==> src/rtl/mmu_pkg.sv <==
// Shared types for the MMU command sequencer: command codes,
// sequencer states and the 4-lane operand packing.
package mmu_pkg;

    typedef enum logic [4:0] {
        CMD_RESET            = 5'd0,
        CMD_TRIGGER          = 5'd1,
        CMD_TRIGGER_LAST     = 5'd2,
        CMD_SET_MUL_VAL      = 5'd3,
        CMD_SET_ADD_VAL      = 5'd4,
        CMD_SET_PE_VAL       = 5'd5,
        CMD_SET_CONV_MODE    = 5'd6,
        CMD_SET_FIX_MAC_MODE = 5'd7,
        CMD_FORWARD          = 5'd8,
        CMD_TRIGGER_BN       = 5'd17
    } mmu_cmd_e;

    typedef enum logic [2:0] {
        S_IDLE,
        S_CLEAR,
        S_FEED,
        S_FLUSH,
        S_WAIT,
        S_DRAIN
    } seq_state_e;

    localparam int MMU_LANE_W = 32;

    // Lane 3 carries row/column 1, lane 0 carries row/column 4.
    typedef logic [3:0][MMU_LANE_W-1:0] mmu_lanes_t;

endpackage

==> src/rtl/mmu_res_drain.sv <==
// Captures the four MMU result columns and returns them as a
// 4-beat valid/ready stream.
module mmu_res_drain
    import mmu_pkg::*;
#(
    parameter int W = 32
) (
    input  logic           clk_i,
    input  logic           rst_i,
    input  logic           capture,
    input  logic           active,
    input  logic [4*W-1:0] rdata_1_in,
    input  logic [4*W-1:0] rdata_2_in,
    input  logic [4*W-1:0] rdata_3_in,
    input  logic [4*W-1:0] rdata_4_in,
    input  logic           res_ready,
    output logic           res_valid,
    output logic [4*W-1:0] res_data,
    output logic           res_last,
    output logic           done
);

    logic [3:0][4*W-1:0] res_buf;
    logic [1:0]          beat;

    assign res_valid = active;
    assign res_last  = active && (beat == 2'd3);
    assign res_data  = active ? res_buf[beat] : '0;
    assign done      = active && res_ready && (beat == 2'd3);

    always_ff @(posedge clk_i or posedge rst_i) begin
        if (rst_i) begin
            res_buf <= '0;
            beat    <= '0;
        end else if (capture) begin
            res_buf <= {rdata_4_in, rdata_3_in, rdata_2_in, rdata_1_in};
            beat    <= '0;
        end else if (active && res_ready) begin
            // Wraps back to 0 after the last beat.
            beat <= beat + 2'd1;
        end
    end

endmodule

==> src/rtl/mmu_cmd_seq.sv <==
// Command initiator and operand feeder for the 4x4 systolic MMU:
// RESET, K operand beats, FORWARD flush, idle wait, result drain.
module mmu_cmd_seq
    import mmu_pkg::*;
#(
    parameter int ACLEN      = 8,
    parameter int DATA_WIDTH = 32,
    parameter int KLEN       = 16,
    parameter int FLUSH_CYC  = 7
) (
    input  logic                    clk_i,
    input  logic                    rst_i,
    input  logic                    job_valid,
    output logic                    job_ready,
    input  logic [KLEN-1:0]         job_k,
    input  logic                    op_valid,
    output logic                    op_ready,
    input  logic [DATA_WIDTH*4-1:0] op_data,
    input  logic [DATA_WIDTH*4-1:0] op_weight,
    output logic                    mmu_cmd_valid,
    output logic [ACLEN:0]          mmu_cmd,
    output logic [DATA_WIDTH*4-1:0] param_1_out,
    output logic [DATA_WIDTH*4-1:0] param_2_out,
    output logic [DATA_WIDTH*4-1:0] param_3_out,
    output logic [DATA_WIDTH*4-1:0] param_4_out,
    output logic [DATA_WIDTH-1:0]   data_1_out,
    output logic [DATA_WIDTH-1:0]   data_2_out,
    output logic [DATA_WIDTH-1:0]   data_3_out,
    output logic [DATA_WIDTH-1:0]   data_4_out,
    output logic [DATA_WIDTH-1:0]   weight_1_out,
    output logic [DATA_WIDTH-1:0]   weight_2_out,
    output logic [DATA_WIDTH-1:0]   weight_3_out,
    output logic [DATA_WIDTH-1:0]   weight_4_out,
    input  logic                    mmu_busy,
    input  logic [DATA_WIDTH*4-1:0] rdata_1_in,
    input  logic [DATA_WIDTH*4-1:0] rdata_2_in,
    input  logic [DATA_WIDTH*4-1:0] rdata_3_in,
    input  logic [DATA_WIDTH*4-1:0] rdata_4_in,
    output logic                    res_valid,
    input  logic                    res_ready,
    output logic [DATA_WIDTH*4-1:0] res_data,
    output logic                    res_last,
    output logic                    seq_busy
);

    localparam int W  = DATA_WIDTH;
    localparam int CW = ACLEN + 1;
    localparam int FW = $clog2(FLUSH_CYC + 1);

    seq_state_e     state, state_d;
    logic [KLEN-1:0] rem, rem_d;
    logic [FW-1:0]  fcnt, fcnt_d;
    logic           cmd_valid_d;
    logic [CW-1:0]  cmd_d;
    logic [4*W-1:0] data_q, data_d;
    logic [4*W-1:0] weight_q, weight_d;
    logic           fire;
    logic           capture;
    logic           drain_done;

    // Held low during reset so every output reads 0 while rst_i is high.
    assign job_ready = (state == S_IDLE) && !rst_i;
    assign op_ready  = (state == S_FEED);
    assign seq_busy  = (state != S_IDLE);
    assign fire      = op_valid && op_ready;
    assign capture   = (state == S_WAIT) && !mmu_busy;

    assign param_1_out = '0;
    assign param_2_out = '0;
    assign param_3_out = '0;
    assign param_4_out = '0;

    assign data_1_out   = data_q[4*W-1:3*W];
    assign data_2_out   = data_q[3*W-1:2*W];
    assign data_3_out   = data_q[2*W-1:W];
    assign data_4_out   = data_q[W-1:0];
    assign weight_1_out = weight_q[4*W-1:3*W];
    assign weight_2_out = weight_q[3*W-1:2*W];
    assign weight_3_out = weight_q[2*W-1:W];
    assign weight_4_out = weight_q[W-1:0];

    always_comb begin
        state_d     = state;
        rem_d       = rem;
        fcnt_d      = fcnt;
        cmd_valid_d = 1'b0;
        cmd_d       = mmu_cmd;
        data_d      = data_q;
        weight_d    = weight_q;
        unique case (state)
            S_IDLE: begin
                if (job_valid) begin
                    rem_d   = job_k;
                    state_d = S_CLEAR;
                end
            end
            S_CLEAR: begin
                cmd_valid_d = 1'b1;
                cmd_d       = CW'(CMD_RESET);
                data_d      = '0;
                weight_d    = '0;
                if (rem != '0) begin
                    state_d = S_FEED;
                end else begin
                    state_d = S_FLUSH;
                    fcnt_d  = FW'(FLUSH_CYC);
                end
            end
            S_FEED: begin
                if (fire) begin
                    cmd_valid_d = 1'b1;
                    data_d      = op_data;
                    weight_d    = op_weight;
                    rem_d       = rem - KLEN'(1);
                    if (rem == KLEN'(1)) begin
                        cmd_d   = CW'(CMD_TRIGGER_LAST);
                        state_d = S_FLUSH;
                        fcnt_d  = FW'(FLUSH_CYC);
                    end else begin
                        cmd_d = CW'(CMD_TRIGGER);
                    end
                end
            end
            S_FLUSH: begin
                cmd_valid_d = 1'b1;
                cmd_d       = CW'(CMD_FORWARD);
                data_d      = '0;
                weight_d    = '0;
                fcnt_d      = fcnt - FW'(1);
                if (fcnt == FW'(1)) begin
                    state_d = S_WAIT;
                end
            end
            S_WAIT: begin
                if (!mmu_busy) begin
                    state_d = S_DRAIN;
                end
            end
            S_DRAIN: begin
                if (drain_done) begin
                    state_d = S_IDLE;
                end
            end
            default: state_d = S_IDLE;
        endcase
    end

    always_ff @(posedge clk_i or posedge rst_i) begin
        if (rst_i) begin
            state         <= S_IDLE;
            rem           <= '0;
            fcnt          <= '0;
            mmu_cmd_valid <= 1'b0;
            mmu_cmd       <= '0;
            data_q        <= '0;
            weight_q      <= '0;
        end else begin
            state         <= state_d;
            rem           <= rem_d;
            fcnt          <= fcnt_d;
            mmu_cmd_valid <= cmd_valid_d;
            mmu_cmd       <= cmd_d;
            data_q        <= data_d;
            weight_q      <= weight_d;
        end
    end

    mmu_res_drain #(
        .W (W)
    ) u_drain (
        .clk_i      (clk_i),
        .rst_i      (rst_i),
        .capture    (capture),
        .active     (state == S_DRAIN),
        .rdata_1_in (rdata_1_in),
        .rdata_2_in (rdata_2_in),
        .rdata_3_in (rdata_3_in),
        .rdata_4_in (rdata_4_in),
        .res_ready  (res_ready),
        .res_valid  (res_valid),
        .res_data   (res_data),
        .res_last   (res_last),
        .done       (drain_done)
    );

endmodule

==> config.mk <==
export PLATFORM = sky130hd
export DESIGN_NAME = mmu_cmd_seq
export DESIGN_NICKNAME = d
export VERILOG_FILES = /design/src/rtl/mmu_pkg.sv /design/src/rtl/mmu_res_drain.sv /design/src/rtl/mmu_cmd_seq.sv
export SDC_FILE = /design/constraint.sdc
export NUM_CORES = 2
export LEC_CHECK = 0
export ABC_AREA = 1
export CAP_MARGIN = 20
export CORE_AREA = 2 2 654 656
export DETAILED_ROUTE_END_ITERATION = 7
export DIE_AREA = 0 0 656 658
export PLACE_DENSITY = 0.34
export SLEW_MARGIN = 10
export SYNTH_ARGS = -nofsm -noshare
export SYNTH_HDL_FRONTEND = slang
export SYNTH_HIERARCHICAL = 1
export SYNTH_SLANG_ARGS = --single-unit
==> constraint.sdc <==
create_clock -name clk_i -period 20.1 [get_ports clk_i]
set_clock_uncertainty 0.05 [all_clocks]
set_input_delay 3.015 -clock clk_i [delete_from_list [all_inputs] [get_ports clk_i]]
set_output_delay 3.015 -clock clk_i [all_outputs]
set_load 0.1 [all_outputs]
== Word level (Yosys, flattened, before mapping) ==
Index checks and enable logic that the tools add are counted.

* Bits in registers: 802
* Output and inout port bits: 911
* Logic and storage cells: 81

* $add $sub $neg: 3
* $lt $le $gt $ge: 1
* Equal/unequal tests: 15
* Multiplexer cells: 29
* Reductions and logical operators: 21

{| class="wikitable"
|+ Operators with widths
! operator !! count
|-
| $mux 128 || 4
|-
| $pmux 128 s2 || 2
|-
| $bmux 128 s2 || 1
|-
| $mux 16 || 2
|-
| $pmux 16 s2 || 1
|-
| $mux 3 || 9
|-
| $pmux 9 s3 || 1
|-
| $pmux 3 s6 || 1
|-
| $eq 16x1->1 const B || 1
|-
| $reduce_bool 16->1 || 1
|-
| $sub 16x1->16 const B || 1
|-
| $ne 2x2->1 const B || 5
|-
| $mux 9 || 1
|-
| $pmux 3 s3 || 1
|-
| $eq 3x1->1 const B || 2
|-
| $eq 3x2->1 const B || 2
|-
| $eq 3x3->1 const B || 2
|-
| $logic_and 1x1->1 || 6
|-
| $mux 2 || 3
|-
| $reduce_and 6->1 || 1
|-
| $reduce_bool 2->1 || 3
|-
| $reduce_bool 3->1 || 2
|-
| $ne 2x1->1 const B || 2
|-
| $reduce_and 2->1 || 2
|-
| other kinds (11) || 13
|}

== Longest topological paths before layout ==
* Depth after elaboration: 5
* Gate-level depth with buffers: 11
* Mapped depth without buffers: 11

== Modules after synthesis ==
Netlist, hierarchy kept.

{| class="wikitable"
|+ By module, submodules not included
! module !! times used !! cells an instance !! area each (um^2) !! seq. area each (um^2)
|-
| mmu_res_drain || 1 || 3175 || 24310.8 || 12862.3
|-
| mmu_cmd_seq || 1 || 1355 || 14869.3 || 7056.8
|}

== Worst setup path before layout ==
Ideal clock, no wire load.

* Kind: input to output
* From: input port rst_i
* To: output port job_ready
* Data arrival time: 4.268 ns
* Required time: 17.035 ns
* Setup slack: 12.767 ns
* Stages on the path: 1
* Buffers on the path: 0
* Cell sequence: nor2_1

* Cells in the longest elaborated chain, start to end: 2

{| class="wikitable"
|+ Ends and longest elaborated chain
! element !! RTL line !! source
|-
| start: declaration || mmu_cmd_seq.sv:12 || <nowiki>input logic rst_i,</nowiki>
|-
| $logic_not 1->1 (no line) || -- ||
|-
| $logic_and 1x1->1 || mmu_cmd_seq.sv:62 || <nowiki>assign job_ready = (state == S_IDLE) && !rst_i;</nowiki>
|-
| end: declaration || mmu_cmd_seq.sv:14 || <nowiki>output logic job_ready,</nowiki>
|}

No other way between the ends.

== Worst setup path in the final report ==
* From: register u_drain.beat[0]
* To: output port res_data[97]

* Cells in the longest elaborated chain, start to end: 3

{| class="wikitable"
|+ Ends and longest elaborated chain
! element !! RTL line !! source
|-
| start: declaration || mmu_res_drain.sv:24 || <nowiki>logic [1:0] beat;</nowiki>
|-
| start signal: assignment || mmu_res_drain.sv:40 || <nowiki>beat <= beat + 2'd1;</nowiki>
|-
| $bmux 128 s2 || mmu_res_drain.sv:28 || <nowiki>assign res_data = active ? res_buf[beat] : '0;</nowiki>
|-
| $mux 128 (implied by the code) || mmu_res_drain.sv:28 ||
|-
| $mux 128 || mmu_res_drain.sv:28 ||
|-
| end: declaration || mmu_cmd_seq.sv:41 || <nowiki>output logic [DATA_WIDTH*4-1:0] res_data,</nowiki>
|}

No other way between the ends. The select of a mux whose other input is x is not followed.

==> results by group <==
Run status
  – Status: complete, but fails checks
  – Failing checks: DRC

Worst hold path
  – Worst min-delay path class: reg2reg

Logic synthesis
  – Primary FF master, synth: dfrtp_1
  – Post-Syn Area: 39,200 µm²
  – Synthesis-stage register bit count: ~800
  – Cell count after synthesis: 4,530
  – Ranking of synthesized cells by area: dfrtp_1 (51%), nand2_1 (11%), buf_4 (10%)
  – Yosys cell types: 34
  – Syn avg cell area: 8.65 µm²
  – YS warnings: 6
  – Sequential fraction of the synthesis area: 0.508
  – Post-synth top area cell: dfrtp_1
  – Number of flops mapped to enable cells by yosys: 0
  – Yosys top cell area share: 0.508
  – Most common cell in the netlist: nand2_1
  – Synth top cells by count: nand2_1 (1,106), dfrtp_1 (796), inv_1 (548)
  – Async SR Flop Fraction: 1.00

Route
  – Met3 wire len: between 15,000 and 20,000 µm
  – Met1 WL: roughly 90,000 µm
  – Routed vias: 34,100
  – DR WL/cell: between 20 and 25 µm
  – Routed Antenna Nets: 0
  – Metal2 WL: about 120,000 µm
  – Drt drc: around 320
  – Via-to-Cell Ratio: ~3
  – Top layer in use: met5
  – Drt total wl: roughly 230,000 µm
  – 1st-pass router iterations: 8
  – 1st-iter DRT viols: ~2,400

CTS
  – Hold_buf cts: 0
  – CTS tree: built
  – Longest Clk Path Bufs: 4
  – Worst-Skew Late Latency: a little under 0.9 ns
  – Resized Gates After CTS: 0
  – Post-CTS Setup Bufs: 0
  – # clock sinks: around 800
  – CTS clk-pin slew, worst paths: roughly 0.06 ns
  – H-tree Lvls: 3
  – Clock root buffer: clkbuf_16
  – CTS Buf Count: 112

Critical path
  – Startpoint Class: flip-flop
  – Arrival time worst endpoint: roughly 5.2 ns
  – CP Max Fanout: 98
  – Slowest stage delay, CP: approximately 1.1 ns
  – Critical-path cell list: inv_8 > buf_4 > buf_4 > buf_4 > nand2_1 > nand3_1 > a21oi_1 > clkdlybuf4s50_1
  – CP max-delay cell: clkdlybuf4s50_1
  – Crit. End Element: output port
  – Worst path required time: between 15 and 20 ns
  – Crit path kind: reg2out
  – CP most frequent cell: buf_4

Die
  – Initial Util: 0.0921
  – I/O pins: 1,701
  – CORE AREA: approximately 430,000 µm²
  – Die Wd: approximately 660 µm
  – Site Rows: 240
  – Die H: between 600 and 700 µm
  – Die area: around 430,000 µm²

Global route
  – Total GRT Usage: 0.103
  – Vias in the first global route: 33,900
  – First-pass GRT wire length: between 300,000 and 400,000 µm
  – Largest net degree at the start of global routing: between 150 and 200
  – Global route overflow: 0
  – Initial antenna violation count: 111

Pwr
  – VDD IR-drop max: 0.0000623 V
  – PwrDens: 164 nW/µm²
  – Leakage Power: 25.3 nW

STA
  – Slew @ Worst Pin: roughly 1.2 ns
  – RSZ-0062 raised after global routing: false
  – Max-slew violation total from the final report: 0
  – Final setup TNS: 0 ns
  – FMAX: approximately 0.12 GHz
  – Final min period: between 8 and 9 ns
  – Max_slew headroom: 0.205
  – Tcrit/Tclk final: 0.413
  – Final Hold Viols: 0
  – Setup Viol. Count Final: 0

Flow run
  – Max-Cap Viols: 0

Layout
  – End-of-flow core utilization: 0.138
  – Net count, final: 6,398
  – Share of cells above drive strength 1: 0.0639
  – Area Growth Syn to Fin: 50.0%
  – Layout fillers: about 49,000

Placement
  – DP HPWL: approximately 190,000 µm
  – Gpl congestion: 0.817
  – # port buffers: between 1,000 and 1,500
[state kept, by name, summed over array words and instances, names as in the netlist]
| register | flops |
|---|---|
| data_q | 128 |
| weight_q | 128 |
| mmu_cmd_valid | 1 |
| rem | 16 |
| mmu_cmd | 3 |
| fcnt | 3 |
| state | 3 |
| u_drain/res_buf | 512 |
| u_drain/beat | 2 |
[report_power, final]
part | total (mW) | switching (mW) | internal, mW
sequential | 2.61 | 0.282 | 2.33
combinational | 4.86 | 3.79 | 1.07
clock | 2.16 | 0.853 | 1.31
total | 9.63 | 4.92 | 4.70
[stage by stage]
stage	cell area (µm²)	hold slack [ns]	instances	power, mW	setup slack, ns
after global placement	54600	0.431	11200	7.54	12.24
final	58800	0.421	11400	9.63	11.79
after global routing	58700	0.461	11400	10.2	11.42
after floorplan	41100	0.423	5047	6.12	2.68
after CTS	58700	0.434	11400	9.81	11.50
after detailed placement	54800	0.420	11200	7.56	12.13
[path summary, 6_finish.rpt]
check	from	endpoint	slack (ns)	cells past startpoint
worst max register to register	state[0]$_DFFE_PP0P_	u_drain/res_buf[404]$_DFFE_PP0P_	15.04	10
worst min register to register	mmu_cmd[3]$_DFFE_PP0P_	mmu_cmd[3]$_DFFE_PP0P_	0.42	2
min in group asynchronous	rst_i	weight_q[26]$_DFFE_PP0P_	3.04	2
worst max-delay path	u_drain/beat[0]$_DFFE_PP0P_	res_data[97]	11.79	8
worst min-delay path	mmu_cmd[3]$_DFFE_PP0P_	mmu_cmd[3]$_DFFE_PP0P_	0.42	2
max in group asynchronous	rst_i	u_drain/res_buf[151]$_DFFE_PP0P_	13.59	6
[area by class of cell]
type                            count  area (µm²)  share of cell area
Sequential cell                   796       19900               0.339
Multi-Input combinational cell   2903       13500               0.230
Timing Repair Buffer             1237       12100               0.206
Tap cell                         5687        7120               0.121
Inverter                          553        2120              0.0361
Clock buffer                      154        3160              0.0538
Clock inverter                     50         763              0.0130
Antenna cell                       26        65.1             0.00111
[critical path: cells and delay by family (launching register included)]
family	cells	cell delay (ns)
buf+inv	5	3.10
flops	1	0.65
simple gates	2	0.23
compound gates	1	0.11
[placed cells by master (no fill, tap or decap), types with 3 or more instances in the layout]
| cell | netlist | final |
|---|---|---|
| a21oi_1 | 140 | 140 |
| a22o_1 | 256 | 256 |
| buf_12 | 0 | 10 |
| buf_2 | 118 | 9 |
| buf_4 | 527 | 138 |
| bufinv_16 | 0 | 16 |
| clkbuf_1 | 77 | 22 |
| clkbuf_16 | 0 | 112 |
| clkbuf_8 | 0 | 20 |
| clkdlybuf4s50_1 | 0 | 1078 |
| clkinv_2 | 0 | 14 |
| clkinvlp_4 | 0 | 12 |
| conb_1 | 1 | 518 |
| dfrtp_1 | 796 | 794 |
| diode_2 | 0 | 26 |
| ha_1 | 5 | 5 |
| inv_1 | 548 | 544 |
| inv_6 | 0 | 4 |
| inv_8 | 0 | 7 |
| nand2_1 | 1106 | 1106 |
| nand2_2 | 4 | 4 |
| nand3_1 | 275 | 275 |
| nand4_1 | 4 | 4 |
| nor2_1 | 40 | 39 |
| nor3_1 | 3 | 3 |
| o21ai_0 | 386 | 386 |
| o21ai_1 | 147 | 147 |
| or2_2 | 5 | 5 |
[layer usage]
layer | vias to the layer above | GRT usage
met2 | 1435 | 0.187
met4 | 20 | 0.0330
met1 | 16700 | 0.116
met3 | 341 | 0.0283
li1 | 15600 | -
met5 | - | 0
[cells by family (layout without fill, tap and decap cells)]
group / Yosys count / in the layout / synth area share
simple gates: 1440 / 1440 / 0.148
fa+ha+maj: 5 / 5 / 0.00160
buf+inv: 1348 / 1994 / 0.196
other cells: 1 / 544 / 0.0000957
compound gates: 939 / 939 / 0.145
flops: 796 / 796 / 0.508
xor+xnor: 1 / 1 / 0.000224
(Power assumes the default switching activity.)
